### src/rtl/mem_arbiter.sv
// mem_arbiter: arbitrates fetch, load and committed-store requests onto one memory controller
// priority store > load > fetch, with fetch forced after STARVE_LIMIT consecutive losses
module mem_arbiter #(
    parameter int XLEN         = 32,
    parameter int ID_W         = 4,
    parameter int OP_W         = 6,
    parameter int STARVE_LIMIT = 4
) (
    input  logic            clk,
    input  logic            rst,
    input  logic            rdy,
    input  logic            flush,
    input  logic            stall,
    input  logic            f_req,
    input  logic [XLEN-1:0] f_addr,
    output logic            f_ack,
    input  logic            l_req,
    input  logic [OP_W-1:0] l_op,
    input  logic [XLEN-1:0] l_addr,
    input  logic [ID_W-1:0] l_id,
    output logic            l_ack,
    input  logic            s_req,
    input  logic [OP_W-1:0] s_op,
    input  logic [XLEN-1:0] s_addr,
    input  logic [XLEN-1:0] s_val,
    output logic            s_ack,
    output logic            s_done,
    input  logic            mc_busy,
    input  logic            mc_inst_ready,
    input  logic            mc_data_ready,
    output logic            mc_i_en,
    output logic [XLEN-1:0] mc_i_addr,
    output logic            mc_l_en,
    output logic [OP_W-1:0] mc_l_op,
    output logic [XLEN-1:0] mc_l_addr,
    output logic [ID_W-1:0] mc_l_id,
    output logic            mc_s_en,
    output logic [OP_W-1:0] mc_s_op,
    output logic [XLEN-1:0] mc_s_addr,
    output logic [XLEN-1:0] mc_s_val,
    output logic            arb_busy
);
    localparam int SW = $clog2(STARVE_LIMIT + 1);

    typedef enum logic [1:0] {IDLE, B_INST, B_LOAD, B_STORE} state_t;

    state_t        state, nxt;
    logic [SW-1:0] starve_cnt;
    logic [1:0]    st_cnt;
    logic          cool, can_grant, starved, g_f, g_l, g_s, st_done;

    // cool marks the mandatory idle cycle after a transaction ends
    always_comb begin
        can_grant = state == IDLE && !cool && !stall && !flush;
        starved   = starve_cnt == SW'(STARVE_LIMIT);
        g_s       = can_grant && s_req;
        g_f       = can_grant && !s_req && f_req && (starved || !l_req);
        g_l       = can_grant && !s_req && l_req && !g_f;
        st_done   = state == B_STORE && st_cnt == 2'd2 && !mc_busy;
        nxt = g_s ? B_STORE : g_l ? B_LOAD : g_f ? B_INST :
              (state == B_INST && (flush || mc_inst_ready)) ? IDLE :
              (state == B_LOAD && (flush || mc_data_ready)) ? IDLE :
              st_done ? IDLE : state;
    end

    always_ff @(posedge clk) begin
        if (!rst) begin
            state      <= IDLE;
            starve_cnt <= '0;
            st_cnt     <= '0;
            cool       <= 1'b0;
            f_ack      <= 1'b0;
            l_ack      <= 1'b0;
            s_ack      <= 1'b0;
            s_done     <= 1'b0;
            mc_i_en    <= 1'b0;
            mc_l_en    <= 1'b0;
            mc_s_en    <= 1'b0;
            arb_busy   <= 1'b0;
            mc_i_addr  <= '0;
            mc_l_op    <= '0;
            mc_l_addr  <= '0;
            mc_l_id    <= '0;
            mc_s_op    <= '0;
            mc_s_addr  <= '0;
            mc_s_val   <= '0;
        end else if (rdy) begin
            state    <= nxt;
            arb_busy <= nxt != IDLE;
            cool     <= state != IDLE && nxt == IDLE;
            s_done   <= st_done;
            f_ack    <= g_f;
            l_ack    <= g_l;
            s_ack    <= g_s;
            mc_i_en  <= g_f;
            mc_l_en  <= g_l;
            mc_s_en  <= g_s;
            st_cnt   <= state == B_STORE ? (st_cnt == 2'd2 ? st_cnt : st_cnt + 2'd1) : 2'd0;
            if (g_f)
                starve_cnt <= '0;
            else if ((g_l || g_s) && f_req && !starved)
                starve_cnt <= starve_cnt + 1'b1;
            if (g_f)
                mc_i_addr <= f_addr;
            if (g_l) begin
                mc_l_op   <= l_op;
                mc_l_addr <= l_addr;
                mc_l_id   <= l_id;
            end
            if (g_s) begin
                mc_s_op   <= s_op;
                mc_s_addr <= s_addr;
                mc_s_val  <= s_val;
            end
        end
    end
endmodule

### config.mk
export PLATFORM = sky130hd
export DESIGN_NAME = mem_arbiter
export DESIGN_NICKNAME = d
export VERILOG_FILES = /design/src/rtl/mem_arbiter.sv
export SDC_FILE = /design/constraint.sdc
export NUM_CORES = 1
export LEC_CHECK = 0
export CAP_MARGIN = 25
export CORE_MARGIN = 8
export CORE_UTILIZATION = 32
export CTS_BUF_LIST = sky130_fd_sc_hd__clkbuf_16
export CTS_CLUSTER_DIAMETER = 80
export CTS_CLUSTER_SIZE = 25
export DETAILED_ROUTE_END_ITERATION = 7
export GPL_ROUTABILITY_DRIVEN = 1
export HOLD_SLACK_MARGIN = 0.05
export PLACE_DENSITY = 0.66
export SLEW_MARGIN = 40
export SYNTH_ARGS = -nofsm -noshare
export SYNTH_HDL_FRONTEND = slang
export SYNTH_SLANG_ARGS = --single-unit
### constraint.sdc
create_clock -name clk -period 4.31 [get_ports clk]
set_input_delay 0.862 -clock clk [delete_from_list [all_inputs] [get_ports clk]]
set_output_delay 0.862 -clock clk [all_outputs]
set_load 0.01 [all_outputs]
==> results of run 1 <==
==> critical path: stages <==
cell and delay (ns):
clkdlybuf4s50_1 0.76, nor2b_1 0.25, nand2_1 0.21, nor3_4 0.23, buf_4 0.49, mux2i_1 0.25
==> worst min path at each step <==
stage,start,end,slack (ns),depth (start not counted)
global placement,mc_s_val[30],mc_s_val[30],0.44,2
global route,mc_s_val[31],mc_s_val[31],0.47,2
detailed placement,mc_i_addr[18],mc_i_addr[18],0.45,2
floorplan,st_cnt[1],st_cnt[1],0.46,2
CTS,mc_s_val[30],mc_s_val[30],0.45,2
finish,mc_s_addr[24],mc_s_addr[24],0.45,2
==> synth_stat cells (3+ instances only) <==
master,count
clkbuf_1,36
nand3_1,4
buf_4,10
mux2i_1,74
ha_1,3
dfxtp_1,157
buf_6,8
nand2b_1,4
nor2b_1,3
nor2_1,10
inv_1,4
nand2_1,301
a21oi_1,77
==> state kept, by name (all words and copies together) (netlist names) <==
| name | count |
|---|---|
| mc_i_addr | 32 |
| mc_l_addr | 32 |
| mc_s_addr | 32 |
| mc_s_val | 32 |
| mc_l_op | 6 |
| mc_s_op | 6 |
| mc_l_id | 4 |
| starve_cnt | 3 |
| st_cnt | 2 |
| state | 2 |
| arb_busy | 1 |
| cool | 1 |
| mc_i_en | 1 |
| mc_l_en | 1 |
| mc_s_en | 1 |
| s_done | 1 |
==> through the flow <==
| step | cells | setup WS (ns) |
|---|---|---|
| global placement | 1226 | 1.17 |
| global route | 1258 | 1.38 |
| CTS | 1258 | 1.56 |
| finish | 1258 | 1.56 |
| floorplan | 726 | 2.16 |
| detailed placement | 1226 | 1.13 |
==> layer usage <==
metal	wire length (microns)	part of all wire	global-route usage	up-vias
li1	-	-	-	2929
met1	8410	0.42	0.186	2561
met3	2180	0.11	0.0763	20
met5	0	0	0	-
met2	8920	0.45	0.258	234
met4	300	0.015	0.0518	0
==> power groups by stage <==
stage / logic, uW / registers, uW / clock network (uW)
floorplan: 106 / 1530 / 0
global placement: 326 / 1520 / 0
detailed placement: 327 / 1520 / 0
CTS: 329 / 1490 / 1460
global route: 353 / 1490 / 1520
finish: 325 / 1490 / 1410
==> cell type report <==
type | instances | area share
repair buffers | 320 | 0.322
multi-input cells | 509 | 0.271
inverters | 6 | 0.00254
clock buffers | 17 | 0.0431
flip-flops and latches | 157 | 0.319
well taps | 234 | 0.0297
clock inverters | 15 | 0.0126
==> placed cells by master, fill, tap and decap left out, types with 2 or more instances in the layout <==
master / Yosys / routed
o211ai_1: 2 / 2
clkdlybuf4s50_1: 0 / 305
clkinv_4: 0 / 2
nand2b_1: 4 / 4
o21ai_1: 2 / 2
clkinv_1: 2 / 3
nor3_4: 2 / 3
nand2_1: 301 / 301
ha_1: 3 / 3
a31oi_1: 2 / 2
inv_6: 0 / 3
o32ai_1: 2 / 2
nor2_1: 10 / 10
o2111ai_1: 2 / 2
mux2i_1: 74 / 74
or3_1: 2 / 2
nor3_1: 2 / 2
a21oi_1: 77 / 77
o21a_1: 2 / 2
inv_1: 4 / 6
nor2b_1: 3 / 3
nand3_1: 4 / 3
buf_4: 10 / 14
clkbuf_16: 0 / 17
dfxtp_1: 157 / 157
clkinvlp_4: 0 / 4
==> cells by family (layout without fill, tap and decap cells) <==
logic type,Yosys count,after routing,share of synthesized area
and+or+nand+nor,334,334,0.219
DFF,157,157,0.513
AOI/OAI and AO/OA,98,98,0.0884
muxes,74,74,0.121
buffers and inverters,60,358,0.0527
adders and majority gates,3,3,0.00613
==> run summary, run 1 <==
Highest Clock Rate -> 363 MHz
Slew at the pin closest to its max-slew limit -> 0.784 ns
Outcome -> finished clean
Launch point of the critical path -> rdy
Internal Power -> 2460 uW
Number of nets in the layout -> 1169
Count of state elements after synthesis -> 157
Area of combinational cells with multiple inputs -> 0.00267 sq mm
Syn_area_per_cell -> 8.44 sq um
Post-synthesis async set-or-reset flop share -> 0
Post-Synthesis Cell Area -> 0.00613 sq mm
Clk network pwr share -> 0.438
Startpoint kind of the worst setup timing path -> input port
Critical path required time -> 4.65 ns
Via total after detailed routing -> 5744
CTS-repair resized insts -> 0
Count of routing violations after the opening detailed-route iteration -> 215
Port-buffer cells -> 306
Sequential element share of the synthesized area -> 0.513
Period utilization -> 0.639
Post-synthesis instance total -> 726
Leading post-synthesis cells by cell area -> dfxtp_1, nand2_1, mux2i_1
Clock Root Buffer -> clkbuf_16
Area after DPL -> 0.00931 sq mm
Util after Layout -> 0.525
Clock buffer count from CTS -> 17
Predominant post-synthesis flop cell -> dfxtp_1
Leakage power total -> 0.00343 uW
Capturing element of the worst setup path -> mc_i_addr[9]
# setup viols final -> 0
Post-CTS Hold Buffers -> 0
Filler instances -> 1747
TritonCTS clock tree -> yes
Max Buffers Root-to-Sink -> 2
Clock period minus final worst setup slack -> 2.75 ns
RSZ-0062 raised after global routing -> false
Overall overflow remaining after global route -> 0
Design area -> 0.00986 sq mm
Via density -> 4.57
Width of the die -> 154 microns
FF+latch area -> 0.00314 sq mm
Final Max Tran Viols -> 0
Residual DRC -> 0
Number of library cell types mapped by synthesis -> 38
Number of rows in the core area -> 50
Critical path endpoint category -> register
Number of antenna violations at the first check in global routing -> 0
Normalized max-slew margin -> 0.478
Post-detailed-route wirelength per cell -> 15.7 microns
Wire length of the first global-routing pass -> 30.8 mm
Pin count of the biggest net entering global routing -> 84
Sequential power share -> 0.461
Clock latency reported for the late side of the worst-skew pair -> 0.42 ns
EDFF count, synth -> 0
Pre-antenna DRT Iters -> 6
All-Layer GR Usage -> 0.161
Post-Syn Nets -> 884
Combinational Power Share -> 0.101
H-tree depth -> 4
Clock tree skew after final layout -> 0.0101 ns
Worst reg2reg path depth -> 5
Number of buffers inserted to repair setup after CTS -> 0
Power per unit of standard cell area -> 327 mW/mm^2
Vias in the first global route -> 5681
Final hold slack -> 0.451 ns
Floorplan die area -> 0.0238 sq mm
Post-route ant nets -> 0
DRT Wirelength -> 19.8 mm
Endpoint of the lowest-slack register-to-register path -> mc_i_addr[9]
Antenna Diode Count -> 0
Hold Path Class -> register to register
Setup TNS -> 0 ns
Worst setup path category -> input port to register
Switching power total -> 767 uW
Yosys warning count -> 0
Maximum fanout along the worst path -> 33
I/O pin total -> 307
Final hold viol count -> 0
Routability cong. -> 0.802
Largest voltage drop on the vdd net -> 251 uV
Top cell type's share of synthesized area -> 0.513
Startpoint of the lowest-slack register-to-register path -> state[1]
Layout cell share with drive strength beyond 1 -> 0.0488
Worst reg-to-reg setup slack -> 2.13 ns
Effective utilization at floorplan -> 0.327
Cell type with the largest total area after synthesis -> dfxtp_1
Overall die height -> 154 microns
Tot Pwr -> 3230 uW
Switching share of total power -> 0.238
Placed wire-length estimate -> 14.4 mm
# Max-Cap Violations -> 0
TritonCTS Sinks -> 157
Area of the core -> 0.0188 sq mm
Register clock-pin slew on the reported worst setup and hold paths -> 0.06 ns
Layout overhead on the synthesized area -> 60.9%
Data arrival time of the critical path -> 3.09 ns
Note: power is estimated with default switching activity, not from simulation.
==> run 2, diff against run 1 <==
- clock period: 4.31 -> 2.7 ns (I/O delays scaled with it)
==> run 2 against run 1 <==
Net effect:
- critical path depth unchanged
- largest power group unchanged
- die area did not move
- sequential power rose by 59%
- via count fell by 1.0%
- clock power rose by 62%
- cell count decreased by 0.48%
- clock skew decreased by 0.0017 ns
==> run summary, run 2 (synthesis results as in run 1) <==
Count of placed standard cells in the final layout, fillers left out -> 1252
Maximum fanout along the worst path -> 42
Worst reg-to-reg setup slack -> 0.67 ns
Clock tree skew after final layout -> 0.00845 ns
Via total after detailed routing -> 5685
Placed Cells -> 1220
Pre-CTS setup slack -> 0.214 ns
Worst reg2reg path depth -> 5
Effective utilization at floorplan -> 0.327
Hold Path Class -> register to register
Via density -> 4.54
DRT Wirelength -> 19.6 mm
Post-detailed-route wirelength per cell -> 15.7 microns
Number of buffers inserted to repair setup after CTS -> 0
Clock period minus final worst setup slack -> 2.08 ns
Count of cells along the worst hold path -> 2
Max Buffers Root-to-Sink -> 2
Hold EP -> mc_s_val[13]
CTS-repair resized insts -> 0
Area of combinational cells with multiple inputs -> 0.00267 sq mm
Clock latency reported for the late side of the worst-skew pair -> 0.42 ns
I/O pin total -> 307
Number of antenna violations at the first check in global routing -> 0
Startpoint of the lowest-slack register-to-register path -> state[1]
TritonCTS Sinks -> 157
Final setup slack of the worst path -> 0.618 ns
Slew at the pin closest to its max-slew limit -> 0.747 ns
Largest voltage drop on the vdd net -> 385 uV
Endpoint of the lowest-slack register-to-register path -> mc_l_addr[4]
RSZ-0062 raised after global routing -> false
Final Max Tran Viols -> 0
Critical path required time -> 3.04 ns
# setup viols final -> 0
Beginning of the worst hold path -> mc_s_val[13]
Antenna Diode Count -> 0
Period utilization -> 0.771
Pin count of the biggest net entering global routing -> 159
Data arrival time of the critical path -> 2.42 ns
Final hold viol count -> 0
Normalized max-slew margin -> 0.502
Design area -> 0.00987 sq mm
Area of the core -> 0.0188 sq mm
Overall die height -> 154 microns
Clock buffer count from CTS -> 17
Floorplan die area -> 0.0238 sq mm
Placed wire-length estimate -> 14.1 mm
Routability cong. -> 0.808
Wire length of the first global-routing pass -> 30.3 mm
Count of routing violations after the opening detailed-route iteration -> 237
Outcome -> finished clean
Commonest non-fill, non-tap cells in the layout -> clkdlybuf4s50_1, nand2_1, dfxtp_1
Critical path endpoint category -> register
Vias in the first global route -> 5630
Layout overhead on the synthesized area -> 61.0%
Layout cell share with drive strength beyond 1 -> 0.0472
Clock Root Buffer -> clkbuf_16
Setup TNS -> 0 ns
FF+latch area -> 0.00314 sq mm
Most common library cell in the layout ignoring fill and taps -> clkdlybuf4s50_1
H-tree depth -> 4
Power per unit of standard cell area -> 525 mW/mm^2
Highest Clock Rate -> 480 MHz
Post-route ant nets -> 0
# Max-Cap Violations -> 0
Leakage power total -> 0.00342 uW
TritonCTS clock tree -> yes
Startpoint kind of the worst setup timing path -> input port
Util after Layout -> 0.526
Residual DRC -> 0
Number of rows in the core area -> 50
Area after DPL -> 0.00932 sq mm
Filler instances -> 1787
Number of nets in the layout -> 1163
Worst setup path category -> input port to register
Port-buffer cells -> 306
Register clock-pin slew on the reported worst setup and hold paths -> 0.07 ns
All-Layer GR Usage -> 0.159
Overall overflow remaining after global route -> 0
Pre-antenna DRT Iters -> 6
Width of the die -> 154 microns
Post-CTS Hold Buffers -> 0
## run 2: metal layers
layer	vias up	track usage	part of all wire	routed length [microns]
met3	10	0.0808	0.11	2180
met2	216	0.255	0.45	8910
li1	2921	-	-	-
met4	0	0.0448	0.0074	145
met5	-	0	0	0
met1	2538	0.184	0.43	8380
## run 2: worst max-delay path, cell delays in order
cell	delay, ns
clkdlybuf4s50_1	0.44
nor4_2	0.33
nand2_1	0.27
nor3_4	0.26
buf_12	0.29
mux2i_1	0.24
## run 2: report_power, final
| part | internal (uW) | switching, uW |
|---|---|---|
| Clock | 1210 | 1070 |
| Sequential | 2350 | 21.7 |
| Combinational | 312 | 209 |
## run 2: metrics by stage
step | hold WS, ns | power (uW)
after global routing | 0.470 | 5400
after global placement | 0.441 | 2950
after detailed placement | 0.446 | 2950
final | 0.453 | 5180
after CTS | 0.455 | 5250
after floorplan | 0.459 | 2610
## run 2: final cells by class
cell class                      instances  area share
Tap cell                              234      0.0297
Clock buffer                           17      0.0431
Clock inverter                         15      0.0131
Sequential cell                       157       0.318
Timing Repair Buffer                  314       0.323
Multi-Input combinational cell        509       0.271
Inverter                                6     0.00228
## run 2: worst max path at each step
stage,cells past startpoint,to,slack (ns),startpoint
global placement,6,mc_l_addr[25],0.24,stall
detailed placement,6,mc_l_addr[4],0.21,stall
CTS,6,mc_l_addr[4],0.63,stall
floorplan,5,mc_l_addr[10],0.87,stall
finish,6,mc_l_addr[4],0.62,stall
global route,6,mc_l_op[5],0.52,flush
==> run 3, diff against run 2 <==
- PLACE_DENSITY: 0.66 -> 0.69
- clock period: 2.7 -> 1.9 ns (I/O delays scaled with it)
==> run 3 against run 2 <==
Net effect:
- combinational power increased by 52%
- clock power rose by 46%
- worst setup slack worse by 0.45 ns
- clock skew increased by 0.0026 ns
- die area unchanged
- non-clock buffer count is 34 higher
- register-to-register slack got worse by 0.47 ns
- sequential power up 42%
- critical path depth increased by 2
- core utilization grew 2.0 points
- cell area rose by 3.8%
- critical path type unchanged
- largest power group unchanged
- highest routed layer unchanged
==> run summary, run 3 (synthesis results as in run 1) <==
Layout overhead on the synthesized area -> 67.1%
Post-detailed-route wirelength per cell -> 15.2 microns
Area of the core -> 0.0188 sq mm
Final Max Tran Viols -> 0
Critical path endpoint category -> register
Final hold viol count -> 0
Startpoint of the lowest-slack register-to-register path -> state[1]
Hold Path Class -> input port to register
Antenna Diode Count -> 0
Residual DRC -> 0
Final hold slack -> 0.317 ns
Clock period minus final worst setup slack -> 1.74 ns
Number of rows in the core area -> 50
# Max-Cap Violations -> 0
Slew at the pin closest to its max-slew limit -> 0.331 ns
Data arrival time of the critical path -> 2.08 ns
Beginning of the worst hold path -> rst
Clock buffer count from CTS -> 17
Placed wire-length estimate -> 14.5 mm
Register clock-pin slew on the reported worst setup and hold paths -> 0.07 ns
Wire length of the first global-routing pass -> 30.6 mm
Max Buffers Root-to-Sink -> 2
Most common library cell in the layout ignoring fill and taps -> clkdlybuf4s50_1
Via density -> 4.50
WL met1 -> 8.53 mm
Maximum fanout along the worst path -> 12
DR WL met3 -> 2.01 mm
Highest Clock Rate -> 576 MHz
TritonCTS Sinks -> 157
Commonest non-fill, non-tap cells in the layout -> clkdlybuf4s50_1, nand2_1, dfxtp_1
Via total after detailed routing -> 5790
Clock Root Buffer -> clkbuf_16
Outcome -> finished clean
Startpoint kind of the worst setup timing path -> input port
TritonCTS clock tree -> yes
# setup viols final -> 0
Worst reg-to-reg setup slack -> 0.20 ns
H-tree depth -> 4
Effective utilization at floorplan -> 0.327
Overall overflow remaining after global route -> 0
Worst setup path category -> input port to register
Post-route ant nets -> 0
Vias in the first global route -> 5794
Leakage power total -> 0.00363 uW
RSZ-0062 raised after global routing -> false
Count of routing violations after the opening detailed-route iteration -> 214
Routability cong. -> 0.782
Width of the die -> 154 microns
Clock tree skew after final layout -> 0.0110 ns
Number of buffers inserted to repair setup after CTS -> 0
Normalized max-slew margin -> 0.779
Port-buffer cells -> 306
Floorplan die area -> 0.0238 sq mm
Util after Layout -> 0.546
Tot Pwr -> 7510 uW
All-Layer GR Usage -> 0.159
Endpoint of the lowest-slack register-to-register path -> mc_l_addr[15]
I/O pin total -> 307
Clock latency reported for the late side of the worst-skew pair -> 0.41 ns
Hold EP -> mc_i_addr[2]
Pin count of the biggest net entering global routing -> 79
Highest routing layer actually used -> met4
Worst reg2reg path depth -> 7
Critical path required time -> 2.24 ns
CTS-repair resized insts -> 0
Largest voltage drop on the vdd net -> 543 uV
DRT Wirelength -> 19.6 mm
Power per unit of standard cell area -> 733 mW/mm^2
Period utilization -> 0.914
Met2 Wirelength -> 8.80 mm
Layout cell share with drive strength beyond 1 -> 0.0770
Count of cells along the worst hold path -> 3
Post-CTS Hold Buffers -> 0
Number of antenna violations at the first check in global routing -> 0
Number of nets in the layout -> 1197
Overall die height -> 154 microns
Pre-antenna DRT Iters -> 4
## run 3: changes by cell type in the layout (fill, tap and decap cells not counted), sizes merged
cell | before | now
buf | 9 | 43
clkinv | 6 | 5
bufinv | 0 | 1
clkinvlp | 1 | 2
inv | 14 | 13
## run 3: worst max path at each step
| stage | start | to | slack [ns] |
|---|---|---|---|
| after CTS | mc_s_addr[8] | mc_s_addr[8] | 0.12 |
| after floorplan | state[0] | mc_s_addr[30] | 0.22 |
| after detailed placement | stall | mc_l_addr[25] | -0.26 |
| final | stall | mc_l_addr[15] | 0.16 |
| after global placement | stall | mc_l_op[2] | -0.24 |
| after global routing | stall | mc_l_addr[29] | 0.08 |
## run 3: critical path, stage by stage
cell and delay (ns):
clkdlybuf4s50_1 0.44, nor4_2 0.27, nand2_1 0.09, buf_4 0.17
nor3_4 0.20, buf_12 0.16, buf_12 0.16, mux2i_1 0.19
## run 3: through the flow
stage | instances | TNS (ns) | cell area (sq um) | worst slack [ns]
after floorplan | 726 | 0 | 6130 | 0.218
after global placement | 1254 | -25.60 | 9660 | -0.238
after detailed placement | 1254 | -28.54 | 9660 | -0.262
after CTS | 1286 | 0 | 10200 | 0.125
after global routing | 1286 | 0 | 10200 | 0.0844
final | 1286 | 0 | 10200 | 0.163
## run 3: final cells by class
class                   count  area (sq um)
clock inverters            15           156
inverters                   6          22.5
repair buffers            348          3530
fillers                  1756          8530
well taps                 234           293
flip-flops and latches    157          3140
clock buffers              17           425
multi-input cells         509          2670
## run 3: where the power goes
group	leakage [uW]	internal [uW]	switching (uW)
sequential	0.00127	3340	27.2
combinational	0.00208	485	308
clock	0.000285	1860	1490
total	0.00363	5680	1830
## run 3: per-layer routing
metal  up-vias  GRT usage
met4         0     0.0504
li1       2987          -
met1      2568      0.184
met3        14     0.0722
met5         -          0
met2       221      0.257
